===== src/rtl/conv_window_sequencer.sv =====
// Address/control sequencer that walks a KxK window over one feature-map plane,
// issuing one input/weight address per tap and pipeline-aligned MAC/output strobes.
module conv_window_sequencer #(
  parameter int IMG_W    = 32,
  parameter int IMG_H    = 32,
  parameter int K        = 3,
  parameter int STRIDE   = 1,
  parameter int ADDR_W   = 10,
  parameter int WADDR_W  = 4,
  parameter int PIPE_LAT = 2
) (
  input  logic               clk,
  input  logic               rst,
  input  logic               start,
  input  logic               stall,
  output logic [ADDR_W-1:0]  in_addr,
  output logic [WADDR_W-1:0] w_addr,
  output logic               acc_clr,
  output logic               acc_en,
  output logic               out_load,
  output logic [ADDR_W-1:0]  out_addr,
  output logic               busy,
  output logic               done,
  output logic [1:0]         dbg_state
);

  localparam int OW = (IMG_W - K) / STRIDE + 1;
  localparam int OH = (IMG_H - K) / STRIDE + 1;
  localparam int HW = ADDR_W / 2;

  typedef enum logic [1:0] {
    S_IDLE  = 2'd0,
    S_RUN   = 2'd1,
    S_DRAIN = 2'd2,
    S_DONE  = 2'd3
  } state_t;

  typedef struct packed {
    logic          valid;
    logic          first;
    logic          last;
    logic [HW-1:0] oy;
    logic [HW-1:0] ox;
  } sb_t;

  state_t             state, state_nx;
  logic [WADDR_W-1:0] kx, ky;
  logic [HW-1:0]      ox, oy;
  sb_t                sr [PIPE_LAT];
  sb_t                sb_in;
  logic               kx_end, ky_end, ox_end, oy_end, last_tap, drain_empty;

  // Handshake: start is a one-cycle request honoured only in IDLE with stall low;
  // stall high blocks every register update, so a strobe held across stall is one event.
  assign kx_end   = (kx == WADDR_W'(K - 1));
  assign ky_end   = (ky == WADDR_W'(K - 1));
  assign ox_end   = (ox == HW'(OW - 1));
  assign oy_end   = (oy == HW'(OH - 1));
  assign last_tap = kx_end && ky_end && ox_end && oy_end;

  always_ff @(posedge clk or negedge rst) begin
    if (!rst) state <= S_IDLE;
    else      state <= state_nx;
  end

  always_comb begin
    state_nx = state;
    busy     = 1'b0;
    done     = 1'b0;
    case (state)
      S_IDLE:  if (start) state_nx = S_RUN;
      S_RUN: begin
        busy = 1'b1;
        if (last_tap) state_nx = S_DRAIN;
      end
      S_DRAIN: begin
        busy = 1'b1;
        if (drain_empty) state_nx = S_DONE;
      end
      S_DONE: begin
        done     = 1'b1;
        state_nx = S_IDLE;
      end
      default: state_nx = S_IDLE;
    endcase
    if (stall) state_nx = state;
  end

  // kx innermost, then ky, ox, oy; all wrap to zero after the final tap.
  always_ff @(posedge clk or negedge rst) begin
    if (!rst) begin
      kx <= '0;
      ky <= '0;
      ox <= '0;
      oy <= '0;
    end else if (!stall) begin
      if (state == S_IDLE) begin
        kx <= '0;
        ky <= '0;
        ox <= '0;
        oy <= '0;
      end else if (state == S_RUN) begin
        if (!kx_end) kx <= kx + WADDR_W'(1);
        else begin
          kx <= '0;
          if (!ky_end) ky <= ky + WADDR_W'(1);
          else begin
            ky <= '0;
            if (!ox_end) ox <= ox + HW'(1);
            else begin
              ox <= '0;
              oy <= oy_end ? '0 : oy + HW'(1);
            end
          end
        end
      end
    end
  end

  always_comb begin
    sb_in.valid = (state == S_RUN);
    sb_in.first = (kx == '0) && (ky == '0);
    sb_in.last  = kx_end && ky_end;
    sb_in.oy    = oy;
    sb_in.ox    = ox;
  end

  always_ff @(posedge clk or negedge rst) begin
    if (!rst) begin
      for (int i = 0; i < PIPE_LAT; i++) sr[i] <= '0;
    end else if (!stall) begin
      sr[0] <= sb_in;
      for (int i = 1; i < PIPE_LAT; i++) sr[i] <= sr[i-1];
    end
  end

  // Only a bubble shifts in during DRAIN, so after the next shift the register
  // is empty exactly when every entry but the tail is already invalid.
  always_comb begin
    drain_empty = 1'b1;
    for (int i = 0; i < PIPE_LAT - 1; i++)
      if (sr[i].valid) drain_empty = 1'b0;
  end

  always_comb begin
    in_addr = '0;
    w_addr  = '0;
    if (state == S_RUN) begin
      in_addr = ADDR_W'((32'(oy) * STRIDE + 32'(ky)) * IMG_W + 32'(ox) * STRIDE + 32'(kx));
      w_addr  = WADDR_W'(32'(ky) * K + 32'(kx));
    end
  end

  assign acc_en    = sr[PIPE_LAT-1].valid;
  assign acc_clr   = sr[PIPE_LAT-1].valid && sr[PIPE_LAT-1].first;
  assign out_load  = sr[PIPE_LAT-1].valid && sr[PIPE_LAT-1].last;
  assign out_addr  = ADDR_W'({sr[PIPE_LAT-1].oy, sr[PIPE_LAT-1].ox});
  assign dbg_state = state;

endmodule

===== config.mk =====
export PLATFORM = sky130hd
export DESIGN_NAME = conv_window_sequencer
export DESIGN_NICKNAME = d
export VERILOG_FILES = /design/src/rtl/conv_window_sequencer.sv
export SDC_FILE = /design/constraint.sdc
export NUM_CORES = 1
export LEC_CHECK = 0
export BUFFER_PORTS_ARGS = -buffer_cell sky130_fd_sc_hd__buf_2
export CAP_MARGIN = 10
export CORE_ASPECT_RATIO = 0.5
export CORE_MARGIN = 5
export CORE_UTILIZATION = 45
export CTS_BUF_LIST = sky130_fd_sc_hd__clkbuf_2
export DETAILED_ROUTE_END_ITERATION = 8
export PLACE_DENSITY = 0.62
export SLEW_MARGIN = 5
export SYNTH_ARGS = -nofsm -noshare
export SYNTH_HDL_FRONTEND = slang
export SYNTH_SLANG_ARGS = --single-unit

===== constraint.sdc =====
create_clock -name clk -period 2.8 [get_ports clk]
set_input_delay 0.42 -clock clk [delete_from_list [all_inputs] [get_ports clk]]
set_output_delay 0.42 -clock clk [all_outputs]
set_load 0.1 [all_outputs]

==> reports/qor.yml, run 1 <==
cp_max_fo: 3
synth-xor-area-share_pct: 3.97
synth_compound_area_share_pct: 13.1
drt-initial-drc-count: 213
syn_avg_cell_area_um2: 9.91
yosysMostFrequentCell: "dfrtp_1"
synth_top_area_share_pct: 40.2
report.final.hold_viol_count: 0
cts_sinks: 46
die_h_um: 66.4
met1_usage_pct: 27.6
cts_buffers: 5
drv_slew: 0
via_per_inst: 5.43
clock.fmax_ghz: 0.309
yosys.area_share.simple_pct: 15.1
cp.arrival_ns: 2.82
cp_data_required_time_ns: 2.38
port_buffers: 34
dr.pass1.iters: 5
tns_ns: -1.43
seq_area_mm2: 0.00117
clockRootBuffer: "clkbuf_2"
final_cell_area_mm2: 0.00383
place_hpwl_mm: 5.04
rows: 20
dieArea_mm2: 0.00816
cap_viol_max_count: 0
hp-class: "in -> reg"
crit_type: "reg -> out"
ys_warn_count: 0
synth.area.mux_share_pct: 8.25
ios: 35
cts_tree: "built"
crit_slowest_cell: "dfrtp_1"
yosys.area.top_type: "dfrtp_1"
fin_ws_ns: -0.438
vias: 2362
drive_gt1_share_pct: 43.2
cts_buffer_depth: 2
dpl_worst_slack_ns: 0.0356
yosysSeqAreaShare_pct: 40.2
grt_max_degree: 49
synth_common_cells: "dfrtp_1 (46), ha_1 (23), nand2_1 (23)"
status: "finished with violations"
synthAdderAreaFrac_pct: 13.5
overflow: 0
start_util_pct: 46.7
grt_pass1_vias: 2313
finalCriticalPeriod_ns: 3.24
grt_pass1_wl_mm: 12.0
use_met2_pct: 28.5
synth-seq-cells: 46
clock_latency_ns: 0.46
antenna_found_initial: 0
htreeDepth: 2
busiest_layer: "met2"
holdWs_ns: 0.434
path_clk_slew_ns: 0.28
violations: "negative setup slack"
fin_worst_skew_ns: 0.0264
post_drt_wl_per_cell_um: 16.4
routed_wl_mm: 7.15
cp_slowest_stage_delay_ns: 0.47
synth_top_family_by_area: "simple AND/OR/NAND/NOR gates"
ant_nets: 0
drc_errors: 0
path_delay_family: "simple AND/OR/NAND/NOR gates"
period_share_pct: 116
async_flop_share_pct: 100
area_delta_synth_final_pct: 33.5
tightest_slew_ns: 0.910
crit_path_cell_trace: "ha_4, inv_2, fa_2, xor2_2, or3_4, or4_4, a21oi_4, buf_12"
synth_ff_type: "dfrtp_1"
diodes: 0
cp_num_buf_inv: 2
use_met3_pct: 4.53
placed_area_mm2: 0.00339
synth_nets: 321
syn_inst: 289
die_w_um: 123
synth_cell_types: 39
multiInputGateArea_mm2: 0.00185
synth_edf_count: 0
grt_setup_unrepaired: "yes"
synth_area_leaders: "dfrtp_1 (40%), ha_1 (10%), mux2_2 (7.9%)"
end_kind: "output pin"
setup_violations: 7
gp_congestion: 0.905
track_usage_pct: 19.2
synth_area_mm2: 0.00287
slew_headroom_pct: 39.4
crit_path_start_kind: "flip-flop"
fillerInstances: 482
coreArea_mm2: 0.00613
fin_nets: 378
-- path summary, 6_finish.rpt --
check,startpoint,slack [ns],endpoint,depth (start not counted)
min,start,0.43,dbg_state[0],5
max in group asynchronous,rst,1.59,oy[3],3
max,oy[0],-0.44,in_addr[9],8
min reg2reg,sr[17],0.53,sr[17],2
max reg2reg,ky[0],0.55,ox[1],9
min in group asynchronous,rst,0.47,ky[1],2
-- registers in the layout (all words and copies together) (netlist names) --
signal / flops
sr: 15
out_addr: 10
ox: 5
oy: 5
kx: 4
ky: 4
dbg_state: 2
acc_en: 1
-- cell families (layout without fill, tap and decap cells) --
kind of cell / Yosys count / after routing
compound gates: 62 / 62
mux: 21 / 21
fa+ha+maj: 28 / 28
flops: 46 / 46
xor+xnor: 13 / 13
buf+inv: 35 / 93
simple gates: 84 / 84
-- worst min-delay path, stage by stage --
cell	delay [ns]
buf_2	0.10
o21ai_0	0.14
nor2_1	0.04
nand2_1	0.08
a22oi_1	0.09
-- routing by layer --
layer  wire length, µm  vias to the layer above
met3               586                       15
li1                  -                     1110
met4               142                        0
met5                 0                        -
met1              3280                     1149
met2              3140                       88
-- final cells by class --
type	count	area share [%]
Clock buffer	5	0.654
Tap cell	88	2.88
Clock inverter	3	0.654
Timing Repair Buffer	69	15.4
Multi-Input combinational cell	208	48.3
Sequential cell	46	30.5
Inverter	16	1.57
-- what timing repair did --
action,CTS,global route
cloned,0,0
setup buffers,12,10
endpoints found under the hold margin,25,0
gates resized for setup,28,15
hold buffers,1,0
pin swaps,13,7
endpoints found under the setup margin,9,9
-- layout by cell type, fill, tap and decap left out, types with 4 or more instances in the layout --
master	netlist	final
dfrtp_1	46	36
buf_4	10	31
nand2_1	23	23
buf_2	0	23
mux2_2	20	20
o21ai_0	19	18
ha_1	23	17
nor2_1	21	15
inv_1	16	14
a21oi_1	15	10
dfrtp_2	0	9
buf_12	0	9
o21ai_1	8	8
and2_1	8	7
nor2_4	0	6
ha_4	0	5
clkbuf_2	0	5
a21o_1	4	4
xor2_1	8	4
xor2_2	0	4
a21oi_4	0	4
nor3_1	7	4
nand4_1	4	4
buf_6	0	4
-- through the flow --
step	instances	utilization (%)
floorplan	289	-
global placement	404	55.2
detailed placement	404	55.2
CTS	425	59.6
global route	435	62.4
finish	435	62.4
Power of run 1 is left out: the tool's default activity adds up to more than one toggle a clock period on the data nets, which glitch-free logic cannot reach.
==> run 2: changes to the inputs <==
--- a/config.mk
+++ b/config.mk
@@ -5,14 +5,14 @@
 export SDC_FILE = /design/constraint.sdc
 export NUM_CORES = 1
 export LEC_CHECK = 0
-export BUFFER_PORTS_ARGS = -buffer_cell sky130_fd_sc_hd__buf_2
 export CAP_MARGIN = 10
 export CORE_ASPECT_RATIO = 0.5
 export CORE_MARGIN = 5
 export CORE_UTILIZATION = 45
 export CTS_BUF_LIST = sky130_fd_sc_hd__clkbuf_2
 export DETAILED_ROUTE_END_ITERATION = 8
-export PLACE_DENSITY = 0.62
+export DONT_BUFFER_PORTS = 1
+export PLACE_DENSITY = 0.58
 export SLEW_MARGIN = 5
 export SYNTH_ARGS = -nofsm -noshare
 export SYNTH_HDL_FRONTEND = slang
==> run 2 against run 1 <==
  * The run still ends with negative setup slack left
  * Cell count fell by 4.4%
  * Cell area fell by 1.8%
  * Core utilization fell by 1.1 points
  * Global-route usage fell by 0.39 points
  * Die area did not move
  * Non-clock buffer count fell by 19
  * Routed wire length fell by 2.3%
  * Clock-buffer cell count did not move
  * Largest cell class unchanged
==> reports/qor.yml, run 2 (synthesis gave the netlist of run 1 again) <==
fillerInstances: 503
gp_congestion: 0.903
busiest_layer: "met2"
whs_path_depth: 1
drive_gt1_share_pct: 40.2
crit_path_cell_trace: "inv_2, fa_2, nand2b_4, a21oi_4, xor2_2, or4_4, a21oi_4, buf_12"
use_met2_pct: 28.3
met1_usage_pct: 27.1
cts_buffer_depth: 2
clock.fmax_ghz: 0.312
startpoint: "ky[1]"
die_h_um: 66.4
post_drt_wl_per_cell_um: 16.8
routed_wl_mm: 6.98
drt-initial-drc-count: 185
layout_common_cells: "dfrtp_1 (37), buf_4 (32), nand2_1 (23), mux2_2 (20), ha_1 (19)"
die_w_um: 123
crit_end: "in_addr[9]"
fin_ws_ns: -0.406
worstSetupPathDepth: 8
crit_type: "reg -> out"
rows: 20
finalCriticalPeriod_ns: 3.21
clock_latency_ns: 0.44
reg2reg_from: "dbg_state[0]"
overflow: 0
cp_data_required_time_ns: 2.38
antenna_found_initial: 0
cp.arrival_ns: 2.79
crit_path_start_kind: "flip-flop"
r2r_cells: 6
cts_sinks: 46
via_per_inst: 5.44
critPathMostFrequentCell: "a21oi_4"
vias: 2264
largest-register: "sr"
coreArea_mm2: 0.00613
tightest_slew_ns: 0.901
track_usage_pct: 18.8
rrSetupSlack_ns: 0.44
diodes: 0
ios: 35
status: "finished with violations"
dieArea_mm2: 0.00816
use_met3_pct: 3.85
slew_headroom_pct: 39.9
place_hpwl_mm: 4.96
grt_pass1_vias: 2309
dpl_worst_slack_ns: 0.0699
fin_nets: 359
area_delta_synth_final_pct: 31.2
cts_buffers: 5
drc_errors: 0
report.final.hold_viol_count: 0
violations: "negative setup slack"
cap_viol_max_count: 0
cp_max_fo: 7
largest_register_ffs: 15
grt_max_degree: 49
cp_num_buf_inv: 2
port_buffers: 0
final_common_cell: "dfrtp_1"
path_delay_family: "simple AND/OR/NAND/NOR gates"
path_clk_slew_ns: 0.27
fin_worst_skew_ns: 0.0259
start_util_pct: 46.7
dr.pass1.iters: 4
grt_setup_unrepaired: "yes"
cts_tree: "built"
hp-class: "in -> reg"
period_share_pct: 114
clockRootBuffer: "clkbuf_2"
end_kind: "output pin"
reg2reg_to: "ky[3]"
setup_violations: 6
htreeDepth: 2
grt_pass1_wl_mm: 11.8
drv_slew: 0
cp_slowest_stage_delay_ns: 0.54
crit_slowest_cell: "or4_4"
ant_nets: 0
-- run 2: what timing repair did --
action / 4_1_cts / 5_1_grt
hold buffers: 2 / 0
pin swaps: 14 / 6
hold endpoints to repair: 46 / 0
resized for setup: 28 / 13
buffers inserted: 10 / 5
setup endpoints to repair: 8 / 10
-- run 2: final cells by class --
type	instances	area [µm²]	share of cell area, %
inverters	16	63.8	1.70
clock buffers	5	25.0	0.666
flip-flops and latches	46	1160	31.0
repair buffers	50	563	15.0
clock inverters	3	21.3	0.566
well taps	88	110	2.93
multi-input cells	208	1810	48.2
-- run 2: how the worst min path moves through the flow --
| stage | from | to | slack, ns |
|---|---|---|---|
| final | stall | sr[19] | 0.05 |
| after global routing | stall | sr[19] | 0.0004 |
| after CTS | stall | sr[24] | 0.04 |
| after detailed placement | rst | kx[3] | 0.13 |
| after global placement | rst | kx[1] | 0.13 |
| after floorplan | rst | acc_en | 0.12 |
-- run 2: through the flow --
stage	std cells	hold WS [ns]	setup TNS [ns]	instance area, µm²	util (%)
floorplan	289	0.124	-0.367	2990	-
finish	416	0.0543	-1.47	3760	61.3
CTS	412	0.0410	-1.47	3660	59.7
global placement	392	0.126	0	3380	55.2
detailed placement	392	0.126	0	3380	55.2
global route	416	0.000403	-2.24	3760	61.3
-- run 2: worst reg2reg max path, cell delays in order (launching register included) --
cell and delay (ns):
dfrtp_4 0.68, ha_1 0.31, buf_4 0.19, a31oi_1 0.44
or2_2 0.23, o21ai_1 0.09, o41ai_1 0.33
-- run 2: per-layer routing --
| metal | share of wire (%) | vias to the layer above | wire, µm |
|---|---|---|---|
| li1 | - | 1078 | - |
| met1 | 49 | 1104 | 3460 |
| met2 | 43 | 76 | 3030 |
| met3 | 6.2 | 6 | 434 |
| met4 | 0.90 | 0 | 63 |
| met5 | 0 | - | 0 |
Power of run 2 is left out for the same reason.
